<file path="src/rtl/sdram_rd_engine.sv">
// SDRAM read engine: requests the bus, then reads whole rows as column bursts.
// It yields the bus to refresh at burst boundaries and resumes where it stopped.
module sdram_rd_engine #(
    parameter int unsigned ROW_W = 13,
    parameter int unsigned COL_W = 9,
    parameter int unsigned DQ_W  = 16,
    parameter int unsigned BL    = 4,
    parameter int unsigned CL    = 3,
    parameter int unsigned T_RCD = 3,
    parameter int unsigned T_RP  = 3
) (
    input  logic             sclk,
    input  logic             reset,
    input  logic             rd_trig,
    input  logic [ROW_W-1:0] start_row,
    input  logic [ROW_W-1:0] num_rows,
    input  logic [1:0]       bank_sel,
    input  logic             rd_en,
    input  logic             ref_req,
    input  logic [DQ_W-1:0]  sdram_dq,
    output logic             rd_req,
    output logic             flag_rd_end,
    output logic             rd_done,
    output logic [3:0]       rd_cmd,
    output logic [ROW_W-1:0] rd_addr,
    output logic [1:0]       bank_addr,
    output logic [DQ_W-1:0]  rd_data,
    output logic             rd_data_vld
);

    localparam int unsigned CW = 4;
    localparam int unsigned PW = CL + BL - 1;

    localparam logic [3:0] CMD_NOP = 4'b0111;
    localparam logic [3:0] CMD_PRE = 4'b0010;
    localparam logic [3:0] CMD_ACT = 4'b0011;
    localparam logic [3:0] CMD_RD  = 4'b0101;

    localparam logic [CW-1:0]    TRCD_LAST = CW'(T_RCD);
    localparam logic [CW-1:0]    TRP_LAST  = CW'(T_RP);
    localparam logic [CW-1:0]    BL_LAST   = CW'(BL - 1);
    localparam logic [COL_W-1:0] LAST_COL  = COL_W'((1 << COL_W) - BL);
    localparam logic [ROW_W-1:0] PRE_ADDR  = ROW_W'(1024);

    typedef enum logic [4:0] {
        IDLE = 5'b00001,
        REQ  = 5'b00010,
        ACT  = 5'b00100,
        RD   = 5'b01000,
        PRE  = 5'b10000
    } state_t;

    typedef enum logic [1:0] {
        PK_FINAL = 2'd0,
        PK_YIELD = 2'd1,
        PK_ROW   = 2'd2
    } pre_kind_t;

    state_t           state;
    pre_kind_t        pre_kind;
    logic [ROW_W-1:0] row;
    logic [ROW_W-1:0] rows_left;
    logic [COL_W-1:0] col;
    logic [CW-1:0]    cnt;
    logic [CW-1:0]    bcnt;
    logic [PW-1:0]    vld_sr;

    logic [COL_W-1:0] col_nxt;
    logic             last_burst;

    assign col_nxt    = col + COL_W'(BL);
    assign last_burst = (col == LAST_COL);

    // Read address: column in the low bits, A10 forced low (no auto-precharge).
    function automatic logic [ROW_W-1:0] col_addr(input logic [COL_W-1:0] c);
        logic [ROW_W-1:0] a;
        a     = ROW_W'(c);
        a[10] = 1'b0;
        return a;
    endfunction

    always_ff @(posedge sclk or negedge reset) begin
        if (!reset) begin
            state       <= IDLE;
            pre_kind    <= PK_FINAL;
            row         <= '0;
            rows_left   <= '0;
            col         <= '0;
            cnt         <= '0;
            bcnt        <= '0;
            vld_sr      <= '0;
            rd_req      <= 1'b0;
            flag_rd_end <= 1'b0;
            rd_done     <= 1'b0;
            rd_cmd      <= CMD_NOP;
            rd_addr     <= '0;
            bank_addr   <= '0;
            rd_data     <= '0;
            rd_data_vld <= 1'b0;
        end else begin
            // Data path runs independently of the FSM so trailing bursts drain.
            rd_data     <= sdram_dq;
            vld_sr      <= {vld_sr[PW-2:0], (rd_cmd == CMD_RD)};
            rd_data_vld <= |vld_sr[PW-1:CL-1];

            flag_rd_end <= 1'b0;
            rd_done     <= 1'b0;
            rd_cmd      <= CMD_NOP;

            case (state)
                IDLE: begin
                    if (rd_trig && (num_rows != '0)) begin
                        row       <= start_row;
                        rows_left <= num_rows;
                        bank_addr <= bank_sel;
                        col       <= '0;
                        rd_req    <= 1'b1;
                        state     <= REQ;
                    end
                end
                REQ: begin
                    if (rd_en) begin
                        rd_req  <= 1'b0;
                        rd_cmd  <= CMD_ACT;
                        rd_addr <= row;
                        cnt     <= '0;
                        state   <= ACT;
                    end
                end
                ACT: begin
                    if (cnt == TRCD_LAST) begin
                        rd_cmd  <= CMD_RD;
                        rd_addr <= col_addr(col);
                        bcnt    <= '0;
                        state   <= RD;
                    end else begin
                        cnt <= cnt + CW'(1);
                    end
                end
                RD: begin
                    if (bcnt == BL_LAST) begin
                        // Column/row bookkeeping moves past this burst whatever comes next.
                        col <= col_nxt;
                        if (last_burst) begin
                            row       <= row + ROW_W'(1);
                            rows_left <= rows_left - ROW_W'(1);
                        end
                        if ((last_burst && (rows_left == ROW_W'(1))) || ref_req || last_burst) begin
                            rd_cmd  <= CMD_PRE;
                            rd_addr <= PRE_ADDR;
                            cnt     <= '0;
                            state   <= PRE;
                            if (last_burst && (rows_left == ROW_W'(1))) begin
                                pre_kind <= PK_FINAL;
                            end else if (ref_req) begin
                                pre_kind <= PK_YIELD;
                            end else begin
                                pre_kind <= PK_ROW;
                            end
                        end else begin
                            rd_cmd  <= CMD_RD;
                            rd_addr <= col_addr(col_nxt);
                            bcnt    <= '0;
                        end
                    end else begin
                        bcnt <= bcnt + CW'(1);
                    end
                end
                PRE: begin
                    if (cnt == TRP_LAST) begin
                        case (pre_kind)
                            PK_YIELD: begin
                                flag_rd_end <= 1'b1;
                                rd_req      <= 1'b1;
                                state       <= REQ;
                            end
                            PK_ROW: begin
                                rd_cmd  <= CMD_ACT;
                                rd_addr <= row;
                                cnt     <= '0;
                                state   <= ACT;
                            end
                            default: begin
                                flag_rd_end <= 1'b1;
                                rd_done     <= 1'b1;
                                state       <= IDLE;
                            end
                        endcase
                    end else begin
                        cnt <= cnt + CW'(1);
                    end
                end
                default: state <= IDLE;
            endcase
        end
    end

endmodule

</file>
<file path="config.mk">
export PLATFORM = sky130hd
export DESIGN_NAME = sdram_rd_engine
export DESIGN_NICKNAME = d
export VERILOG_FILES = /design/src/rtl/sdram_rd_engine.sv
export SDC_FILE = /design/constraint.sdc
export NUM_CORES = 1
export LEC_CHECK = 0
export CAP_MARGIN = 0
export CELL_PAD_IN_SITES_DETAIL_PLACEMENT = 0
export CELL_PAD_IN_SITES_GLOBAL_PLACEMENT = 1
export CORE_ASPECT_RATIO = 0.7
export CORE_UTILIZATION = 52
export CTS_CLUSTER_DIAMETER = 100
export DETAILED_ROUTE_END_ITERATION = 8
export DONT_BUFFER_PORTS = 1
export PLACE_DENSITY_LB_ADDON = 0.12
export REMOVE_ABC_BUFFERS = 1
export SLEW_MARGIN = 10
export SYNTH_ARGS = -nofsm -noshare
export SYNTH_HDL_FRONTEND = slang
export SYNTH_SLANG_ARGS = --single-unit
</file>
<file path="constraint.sdc">
create_clock -name sclk -period 6.1 [get_ports sclk]
set_clock_uncertainty 0.05 [all_clocks]
set_input_delay 0.61 -clock sclk [delete_from_list [all_inputs] [get_ports sclk]]
set_output_delay 0.61 -clock sclk [all_outputs]
set_load 0.03 [all_outputs]
</file>
# == After elaboration in Yosys (flattened, before gate mapping) ==
# Cells that the tools add are included.
# op_classes
eq_ne,24
add_sub_neg,5
reduce_logical,20
muxes,57
# ops
op,n
2-to-1 mux 13 bit,11
case mux 13 bit (2 select lines),2
case mux 13 bit (4 select lines),1
2-to-1 mux 4 bit,9
2-to-1 mux 5 bit,6
case mux 5 bit (5 select lines),1
2-to-1 mux 9 bit,2
case mux 9 bit (2 select lines),1
AND reduction 6 bit,3
!= test 2 bit (second input constant),8
case mux 4 bit (4 select lines),1
2-to-1 mux 3 bit,5
adder 13 x 1 -> 13 bit (second input constant),1
== test 13 x 1 -> 1 bit (second input constant),1
nonzero test 13 bit,1
subtractor 13 x 1 -> 13 bit (second input constant),1
case mux 3 bit (4 select lines),1
2-to-1 mux 11 bit,1
2-to-1 mux 1 bit,10
adder 9 x 3 -> 9 bit (second input constant),1
== test 9 bit (second input constant),1
AND reduction 3 bit,3
adder 4 x 1 -> 4 bit (second input constant),2
== test 4 x 2 -> 1 bit (second input constant),2
25 further kinds,31
# totals
wordCells,122
in_bits,49
register_bits,95
output_inout_bits,39

# == Depth between registers and ports, before layout ==
# Gate-level depths: netlist (run 1).
# logic_depth
ltp_word,7
ltp_mapped,8
depth_no_buf,7

# == Worst setup path after synthesis (run 1) ==
# OpenSTA, ideal clock, no wires.
# synth_timing
kind,register -> register
from,register state[1]
to,register rd_addr[3]
synth_period_minus_slack_ns,2.117
required_ns,5.922
setup_ns,0.128
path_buffers,2
path_stages_with_launch,8
slack_ns,3.983
arrival_time_ns,1.939
path_cell_list,dfrtp_1 clkbuf_1 or3b_1 nor3_4 nand2_2 nand3_2 buf_6 mux2_1
# synth_via
elab_chain_cells,3
word_cells_on_any_way,12
cone_classes,eq/ne (9); mux (1); reduce/logical (2)
# synth_lines
item,line_no,source
from (decl),59,state_t state;
from (signal assigned),84,state <= IDLE;
from (signal assigned),118,state <= REQ;
from (signal assigned),127,state <= ACT;
"== test 5 bit, or another cell as far along",110,case (state)
"!= test 2 x 1 -> 1 bit (no source line), or another cell as far along",-,
AND reduction 6 bit (no source line),-,
to (signal assigned),125,rd_addr <= row;
to (signal assigned),133,rd_addr <= col_addr(col);
to (signal assigned),162,rd_addr <= col_addr(col_nxt);
to (decl),25,"output logic [ROW_W-1:0] rd_addr,"
# Parallel ways exist; a longest one is shown, timed or not.
# A chain may end at the register's enable or synchronous reset.

# == Worst setup path in the final report (run 1) ==
# layout_timing
from,register state[2]
to,register row[7]
# layout_via
elab_chain_cells,3
word_cells_on_any_way,8
cone_classes,eq/ne (5); mux (1); reduce/logical (2)
# layout_lines
item,line_no,source
== test 5 x 4 -> 1 bit / == test 5 x 1 -> 1 bit (equally long branches),110,
!= test 2 bit (no source line) / nonzero test 2 bit (equally long branches),-,
AND reduction 4 bit (no source line),-,
to (signal assigned),113,row <= start_row;
to (signal assigned),145,row <= row + ROW_W'(1);
to (decl),61,logic [ROW_W-1:0] row;
# Parallel ways exist; a longest one is shown, timed or not.

==> results.py, run 1 <==
metrics = {
    "run_status": {
        "status": "finished, final reports clean",
    },
    "flow_run": {
        "cap_viol_max_count": 0,
    },
    "critical_path": {
        "r2r_slack_ps": 3230,
        "path_max_fanout": 34,
        "crit_path_end_kind": "flip-flop",
        "cp-start-kind": "flip-flop",
        "required_ps": 6320,
        "worst_r2r_startpoint": "state[2]$_DFFE_PN0P_",
        "worstSetupPathType": "flip-flop to flip-flop",
        "cp.arrival_ps": 3080,
        "r2r-end": "row[7]$_DFFE_PN0P_",
        "reg2regPathDepth": 5,
    },
    "synthesis": {
        "synth-async-reset-ratio_pct": 100.0,
        "ys_dominant_reg_cell": "dfrtp_1",
        "yosysSeqAreaShare_pct": 49.57,
        "synthTopCellsByCount": "dfrtp_1 (88), nand2_1 (58), a21oi_1 (33)",
        "yosysWarnings": 0,
        "netlist_instances": 487,
        "synth_top_area_share_pct": 47.31,
        "synth-edff-count": 0,
        "synth-seq-cells": 92,
        "synth_cell_type_count": 70,
        "yosysTopAreaCell": "dfrtp_1",
        "synth_area_mm2": 0.004654,
        "postSynthAreaPerCell_um2": 9.557,
        "synth.most_common_cell": "dfrtp_1",
        "synth_area_leaders": "dfrtp_1 (47%), nand2_1 (4.7%), a21oi_1 (3.5%)",
    },
    "final_layout": {
        "drive_gt1_share_pct": 7.500,
        "syn2layout_area_growth_pct": 7.258,
        "multi_input_area_mm2": 0.002117,
        "fin_nets": 534,
        "diodes": 0,
        "final_util_pct": 58.16,
        "seqCellArea_mm2": 0.002307,
        "instances_no_fill": 600,
        "fillers": 767,
    },
    "placement": {
        "dp.cells": 583,
        "gp_congestion": 0.8442,
        "place_hpwl_mm": 7.295,
        "port_buffers": 0,
    },
    "cts": {
        "cts.sinks": 92,
        "ctsRootBufferMaster": "clkbuf_16",
        "clk_pin_slew_ps": 70,
        "htreeDepth": 3,
        "cts.path.max_buffers": 2,
        "cts-buffers-inserted": 9,
        "clock_latency_ps": 350,
        "post_cts_buffers": 0,
        "cts_tree": "done",
        "post_cts_resized": 0,
        "ctsHoldBuffers": 1,
    },
    "power": {
        "power_density_mw_per_mm2": 446.1,
        "p_leak_uw": 0.002135,
        "peakVddDrop_uv": 236.1,
    },
    "grt": {
        "grt_max_degree": 89,
        "grt_pass1_vias": 3217,
        "grt_overflow": 0,
        "grt_pass1_wl_mm": 17.16,
        "antenna_found_initial": 0,
        "track_usage_pct": 24.41,
    },
    "sta": {
        "worst_pin_slew_ps": 1207,
        "tns_ps": 0,
        "finalMaxSlewViolations": 0,
        "period_needed_ps": 2866,
        "grt_setup_unrepaired": "no",
        "timing.fmax_ghz": 0.3490,
        "finalSetupViolCount": 0,
        "final.period_utilization_pct": 46.98,
        "maxSlewHeadroom_pct": 18.97,
        "finalHoldViolations": 0,
    },
    "route": {
        "ant_nets": 0,
        "via_per_inst": 6.032,
        "wl_mm": 10.85,
        "drt_first_iter_violations": 324,
        "vias": 3619,
        "drc": 0,
        "drtPass1Iterations": 5,
        "wl_per_cell_um": 18.08,
    },
    "floorplanning": {
        "initial_utilization_pct": 54.23,
        "num_rows": 28,
        "coreArea_mm2": 0.008583,
        "die_h_um": 81.16,
        "die_x_um": 115.1,
        "die_area_mm2": 0.009339,
        "io_pins": 88,
    },
    "min_path": {
        "hp-class": "input pin to asynchronous set/reset pin",
    },
}
-- how the worst max path moves through the flow --
stage	startpoint	end	slack [ps]	depth (start not counted)
2_1_floorplan	state[1]$_DFFE_PN0P_	rd_addr[10]$_DFFE_PN0P_	3290	5
3_3_place_gp	num_rows[9]	row[7]$_DFFE_PN0P_	3220	5
3_5_place_dp	num_rows[9]	row[7]$_DFFE_PN0P_	3140	5
4_1_cts	state[2]$_DFFE_PN0P_	row[7]$_DFFE_PN0P_	3240	5
5_1_grt	state[2]$_DFFE_PN0P_	rows_left[9]$_DFFE_PN0P_	3020	5
6_report	state[2]$_DFFE_PN0P_	row[7]$_DFFE_PN0P_	3230	5
-- worst max-delay path, cell delays in order (launching register included) --
cell      delay, ps
dfrtp_1         470
nor2_1          410
and3_1          370
a22o_1          960
o221ai_1        280
a22oi_1         220
-- metrics by stage --
stage               area (um^2)  setup slack, ps  power [uW]  hold WS [ps]
global route               4992             3018        2368         25.40
floorplan                  4492             3290        1495         264.4
finish                     4992             3234        2227         46.58
detailed placement         4664             3142        1668         266.1
CTS                        4992             3237        2242         32.10
global placement           4664             3215        1643         266.1
-- report_power, final --
group	internal [uW]	switching, uW	leakage (uW)
combinational	252	327	0.000870
clock	290	264	0.000145
sequential	782	313	0.00112
total	1320	903	0.00213
-- cell type report --
| cell class | count | area share (%) |
|---|---|---|
| clock buffer | 9 | 4.511 |
| clock inverter | 7 | 1.504 |
| inverter | 18 | 1.353 |
| multi-input combinational | 350 | 42.41 |
| sequential | 92 | 46.22 |
| tap | 120 | 3.008 |
| timing repair buffer | 4 | 1.003 |
-- layout by cell type (no fill, tap or decap), types with 4 or more instances in the layout --
cell type,Yosys,layout
inv_1,18,18
mux2_1,7,7
o211ai_1,4,4
and3_1,4,4
a2bb2oi_1,4,4
o22ai_1,6,6
clkbuf_16,0,9
nor2b_1,4,4
nand4_1,5,5
dfrtp_1,88,88
ha_1,10,10
nor2_1,31,31
nor3_1,18,18
o21ai_0,27,27
o21ai_1,23,23
mux2i_1,8,8
a31oi_1,6,6
dfstp_2,4,4
a22oi_1,8,8
nand2_1,58,58
nand3_1,23,23
a21oi_1,33,33
nand2b_1,6,6
-- sequential cells by signal, summed over array words and instances (netlist names), 5 cells and up --
signal / cells
rd_data: 16
rd_addr: 13
row: 13
rows_left: 13
col: 7
vld_sr: 6
state: 5
-- cell families (layout without fill, tap and decap cells) --
kind of cell,count (synthesis),count (layout),synth area share [%]
simple gates,174,174,18.50
compound gates,143,143,19.33
flops,92,92,49.57
buf+inv,45,38,4.946
mux,18,18,4.140
fa+ha+maj,10,10,2.688
xor+xnor,4,4,0.7528
other cells,1,1,0.08057
-- layer usage --
metal	track usage (%)	share of wire, %	vias up
met5	0	0	-
met4	5.584	0.91	0
met3	7.463	6.4	11
met2	34.58	44	121
met1	36.22	49	1754
li1	-	-	1733
Power figures use the tool's default switching activity.
==> run 2, diff against run 1 <==
ABC_AREA = 1   (was default)
CORE_UTILIZATION = 41   (was 52)
clock period = 2.6 ns   (was 6.1 ns; I/O delays follow)
==> results.py, run 2 <==
metrics = {
    "cts": {
        "post_cts_resized": 0,
        "cts.sinks": 92,
        "cts-buffers-inserted": 9,
        "clk_pin_slew_ps": 70,
        "cts.path.max_buffers": 2,
        "cts_tree": "done",
        "htreeDepth": 3,
        "ctsRootBufferMaster": "clkbuf_16",
        "clock_latency_ps": 350,
    },
    "route": {
        "drtPass1Iterations": 5,
        "vias": 4194,
        "wl_mm": 12.46,
        "wl_per_cell_um": 14.54,
        "via_per_inst": 4.894,
        "drc": 0,
        "drt_first_iter_violations": 268,
        "ant_nets": 0,
    },
    "placement": {
        "port_buffers": 0,
        "pre_cts_slack_ps": 516.9,
        "place_hpwl_mm": 8.815,
        "gp_congestion": 0.8140,
    },
    "synthesis": {
        "synth-seq-cells": 92,
        "synth.most_common_cell": "nand2_1",
        "synth_area_leaders": "dfrtp_1 (44%), nand2_1 (23%), nor2_1 (5.0%)",
        "synthTopCellsByCount": "nand2_1 (307), dfrtp_1 (88), nor2_1 (66)",
        "synth_area_mm2": 0.004951,
        "synth-edff-count": 0,
        "yosysWarnings": 0,
        "ys_dominant_reg_cell": "dfrtp_1",
        "netlist_instances": 675,
        "yosysSeqAreaShare_pct": 46.60,
        "yosysTopAreaCell": "dfrtp_1",
        "postSynthAreaPerCell_um2": 7.335,
        "synth-async-reset-ratio_pct": 100.0,
        "synth_cell_type_count": 36,
        "synth_top_area_share_pct": 44.48,
    },
    "final_layout": {
        "syn2layout_area_growth_pct": 12.74,
        "layout_commonest_cell": "nand2_1",
        "top_register": "rd_data",
        "fillers": 1151,
        "final_cell_mix": "nand2_1 (307), dfrtp_1 (88), nor2_1 (66), nand3_1 (49), inv_1 (45)",
        "fin_nets": 754,
        "final_util_pct": 47.60,
        "largest_reg_flops": 16,
        "diodes": 0,
        "drive_gt1_share_pct": 8.000,
    },
    "power": {
        "sw_frac_of_total_pct": 46.67,
        "power_switching_uw": 2925,
        "p_int_uw": 3343,
        "p_seq_share_pct": 41.3,
        "clock_power_share_pct": 20.7,
        "power_density_mw_per_mm2": 1123,
        "peakVddDrop_uv": 580.5,
        "comb_power_share_pct": 37.9,
        "p_leak_uw": 0.002911,
    },
    "critical_path": {
        "cp.arrival_ps": 2290,
        "cp-start-kind": "flip-flop",
        "path_max_fanout": 24,
        "worstSetupPathType": "flip-flop to flip-flop",
        "required_ps": 2790,
        "crit_path_end_kind": "flip-flop",
    },
    "sta": {
        "finalSetupViolCount": 0,
        "worst_pin_slew_ps": 706.2,
        "setup_ws_ps": 498.7,
        "finalHoldViolations": 0,
        "final.period_utilization_pct": 80.82,
        "timing.fmax_ghz": 0.4759,
        "grt_setup_unrepaired": "no",
        "maxSlewHeadroom_pct": 52.61,
        "period_needed_ps": 2101,
        "finalMaxSlewViolations": 0,
        "tns_ps": 0,
    },
    "grt": {
        "grt_pass1_wl_mm": 20.61,
        "track_usage_pct": 21.33,
        "antenna_found_initial": 0,
        "grt_overflow": 0,
        "grt_pass1_vias": 3999,
        "grt_max_degree": 93,
    },
    "flow_run": {
        "cap_viol_max_count": 0,
    },
    "floorplanning": {
        "initial_utilization_pct": 42.22,
        "die_h_um": 93.94,
        "num_rows": 33,
        "die_x_um": 133.3,
        "io_pins": 88,
        "die_area_mm2": 0.01253,
        "coreArea_mm2": 0.01173,
    },
    "run_status": {
        "status": "finished, final reports clean",
    },
    "min_path": {
        "hp-class": "input pin to flip-flop",
    },
}
run 2: per-layer routing:
metal  GRT usage (%)  vias up  part of all wire, %
li1                -     2144                    -
met5               0        -                    0
met1           32.01     1903                   53
met2           29.73      139                   38
met4           5.114        0                 0.84
met3           6.041        8                  7.8
run 2: cells by family (layout without fill, tap and decap cells):
| family | Yosys count | count (layout) | synth area share, % |
|---|---|---|---|
| DFF | 92 | 92 | 46.60 |
| adders and majority gates | 10 | 10 | 2.527 |
| and+or+nand+nor | 460 | 460 | 39.25 |
| other | 1 | 1 | 0.07574 |
| buffers and inverters | 68 | 93 | 6.217 |
| xor gates and xnor gates | 6 | 6 | 1.061 |
| AOI/OAI and AO/OA | 38 | 38 | 4.271 |
run 2: stage by stage:
step,total power (uW),hold WS [ps],cell area [um^2],instances
6_report,6268,18.17,5582,857
4_1_cts,6327,10.24,5582,857
3_5_place_dp,4937,-81.39,5072,821
3_3_place_gp,4904,-82.95,5072,821
5_1_grt,6814,46.47,5582,857
2_1_floorplan,4256,-85.59,4838,659
run 2: area by class of cell:
class,instances,area [um^2],share of cell area [%]
clock buffers,9,225.2,4.035
well taps,157,196.4,3.519
flip-flops and latches,92,2307,41.34
clock inverters,7,66.31,1.188
multi-input cells,515,2336,41.85
inverters,52,195.2,3.497
repair buffers,25,255.2,4.573
run 2: timing repair:
item / CTS / global route
endpoints found under the hold margin: 110 / 0
hold buffers: 20 / 0
setup buffers: 0 / 0
run 2: worst max-delay path, cell delays in order, from the launching register on:
cell and delay, ps:
dfstp_2 560, inv_2 40, nor2_1 150, nand3_2 160
inv_1 80, nand2_1 280, nand2_4 270, nor2_4 30
buf_4 220, nand2_1 100, nand2_1 50
run 2: worst paths after layout:
path,startpoint,endpoint,slack [ps],cells after the start
min in group asynchronous,reset,rows_left[11]$_DFFE_PN0P_,400,2
worst max-delay path,state[0]$_DFFE_PN1P_,rows_left[0]$_DFFE_PN0P_,500,10
worst max register to register,state[0]$_DFFE_PN1P_,rows_left[0]$_DFFE_PN0P_,500,10
max in group asynchronous,reset,rd_addr[5]$_DFFE_PN0P_,1660,2
worst min register to register,vld_sr[1]$_DFF_PN0_,vld_sr[2]$_DFF_PN0_,300,0
worst min-delay path,ref_req,pre_kind[0]$_DFFE_PN0P_,20,2
run 2: power by group through the flow:
stage	logic [uW]	clock network (uW)	registers (uW)
final	2380	1300	2590
after global routing	2780	1380	2660
after CTS	2400	1340	2590
after detailed placement	2320	0	2610
after global placement	2290	0	2610
after floorplan	1770	0	2480
==> run 3, diff against run 2 <==
clock period = 1.9 ns   (was 2.6 ns; I/O delays follow)
==> results.py, run 3 (synthesized netlist as in run 2, its figures left out) <==
metrics = {
    "run_status": {
        "status": "finished, violations left",
        "violations": "hold timing",
    },
    "sta": {
        "setup_ws_ps": 143.4,
        "final.period_utilization_pct": 92.45,
        "finalMaxSlewViolations": 0,
        "finalHoldViolations": 92,
        "period_needed_ps": 1757,
        "timing.fmax_ghz": 0.5693,
        "finalSetupViolCount": 0,
        "hold_slack_ps": -516.8,
    },
    "final_layout": {
        "top_register": "rd_data",
        "fin_area_mm2": 0.005888,
        "largest_reg_flops": 16,
        "drive_gt1_share_pct": 10.91,
        "seqCellArea_mm2": 0.002307,
        "final_cell_mix": "nand2_1 (307), dfrtp_1 (88), nor2_1 (65), nand3_1 (48), inv_1 (45)",
        "syn2layout_area_growth_pct": 18.93,
        "fin_nets": 787,
        "diodes": 0,
        "multi_input_area_mm2": 0.002355,
        "fillers": 1171,
        "layout_commonest_cell": "nand2_1",
    },
    "placement": {
        "post_dp_cell_area_mm2": 0.005253,
        "port_buffers": 0,
        "pre_cts_slack_ps": 63.80,
        "gp_congestion": 0.8507,
        "place_hpwl_mm": 9.090,
    },
    "critical_path": {
        "path_max_fanout": 24,
        "critPathTopFamily": "simple AND/OR/NAND/NOR gates",
        "worstSetupPathType": "flip-flop to flip-flop",
        "path_common_cell": "nand2_1",
        "cp.arrival_ps": 1940,
        "max_stage_delay_ps": 560,
        "crit_path_end_kind": "flip-flop",
        "required_ps": 2090,
        "critical_path_buf_inv_count": 4,
        "cp_cell_sequence": "inv_2 -> nor2_2 -> nand3_2 -> buf_4 -> inv_1 -> nand2_1 -> nand2_4 -> nor2_4 -> buf_12 -> nand2_1 -> nand2_1",
        "critPathSlowestCell": "dfstp_2",
        "cp-start-kind": "flip-flop",
    },
    "floorplanning": {
        "io_pins": 88,
        "num_rows": 33,
        "die_x_um": 133.3,
        "initial_utilization_pct": 42.22,
        "die_h_um": 93.94,
        "die_area_mm2": 0.01253,
        "coreArea_mm2": 0.01173,
    },
    "route": {
        "drc": 0,
        "wl_met3_um": 839,
        "drt_first_iter_violations": 233,
        "wl_mm": 12.83,
        "ant_nets": 0,
        "via_per_inst": 4.904,
        "drtPass1Iterations": 4,
        "wl_per_cell_um": 14.41,
        "top_layer": "met4",
        "vias": 4365,
        "wl_met2_mm": 5.253,
        "wl_met1_mm": 6.643,
    },
    "cts": {
        "clock_latency_ps": 350,
        "cts_tree": "done",
        "cts.sinks": 92,
        "clk_pin_slew_ps": 70,
        "cts-buffers-inserted": 9,
        "ctsHoldBuffers": 30,
        "ctsRootBufferMaster": "clkbuf_16",
        "cts.path.max_buffers": 2,
        "htreeDepth": 3,
    },
    "grt": {
        "grt_pass1_wl_mm": 21.22,
        "grt_overflow": 0,
        "grt_max_degree": 93,
        "track_usage_pct": 21.93,
        "grt_pass1_vias": 4236,
        "antenna_found_initial": 0,
    },
    "min_path": {
        "hp-class": "input pin to asynchronous set/reset pin",
    },
    "power": {
        "power_density_mw_per_mm2": 1520,
        "power_uw": 8952,
        "peakVddDrop_uv": 642.3,
        "p_leak_uw": 0.003066,
    },
    "flow_run": {
        "cap_viol_max_count": 0,
    },
}
## run 3: cell types whose count changed in the layout (fill, tap and decap cells not counted), sizes merged
cell / delta
buf: +21
dlygate4sd3: +11
clkinv: -1
clkinvlp: +1
nor2: +1
## run 3: cell type report
class                   count  share of cell area [%]
clock buffers               9                   3.825
clock inverters             7                   1.105
inverters                  52                   3.315
multi-input cells         516                   39.99
flip-flops and latches     92                   39.18
well taps                 157                   3.336
repair buffers             57                   9.244
## run 3: power breakdown
part	total [uW]	internal (uW)	switching (uW)
sequential	3560	2590	965
combinational	3620	1340	2280
clock	1770	920	853
total	8950	4860	4100
## run 3: worst register-to-register path, delay by kind of cell (launching register included)
kind                   cells  cell delay, ps
buffers and inverters      4             390
DFF                        1             560
and+or+nand+nor            7             650
## run 3: what timing repair did
action / in CTS / in global routing
buffers inserted: 0 / 3
hold endpoints to repair: 123 / 92
setup endpoints to repair: 0 / 42
resized for setup: 0 / 4
## run 3: metrics by stage
stage	cells	utilization (%)	setup TNS [ps]	hold WS [ps]
after floorplan	659	-	0	-155.6
after global placement	840	44.79	0	-153.0
after detailed placement	840	44.79	0	-152.2
after CTS	886	49.83	0	-528.1
after global routing	890	50.21	-6.221	-535.3
final	890	50.21	0	-516.8
## run 3: path summary, 6_finish.rpt
path | end | startpoint | cells after the start | slack, ps
max | row[9]$_DFFE_PN0P_ | state[0]$_DFFE_PN1P_ | 11 | 140
min | rows_left[7]$_DFFE_PN0P_ | reset | 0 | -520
max reg2reg | row[9]$_DFFE_PN0P_ | state[0]$_DFFE_PN1P_ | 11 | 140
min reg2reg | vld_sr[1]$_DFF_PN0_ | vld_sr[0]$_DFF_PN0_ | 0 | 310
max in group asynchronous | state[0]$_DFFE_PN1P_ | reset | 0 | 2120
min in group sclk | rows_left[3]$_DFFE_PN0P_ | num_rows[3] | 4 | 10
## run 3: routing by layer
layer	up-vias	global-route usage, %
li1	2222	-
met1	2019	31.85
met2	115	32.25
met3	9	5.987
met4	0	4.735
met5	-	0
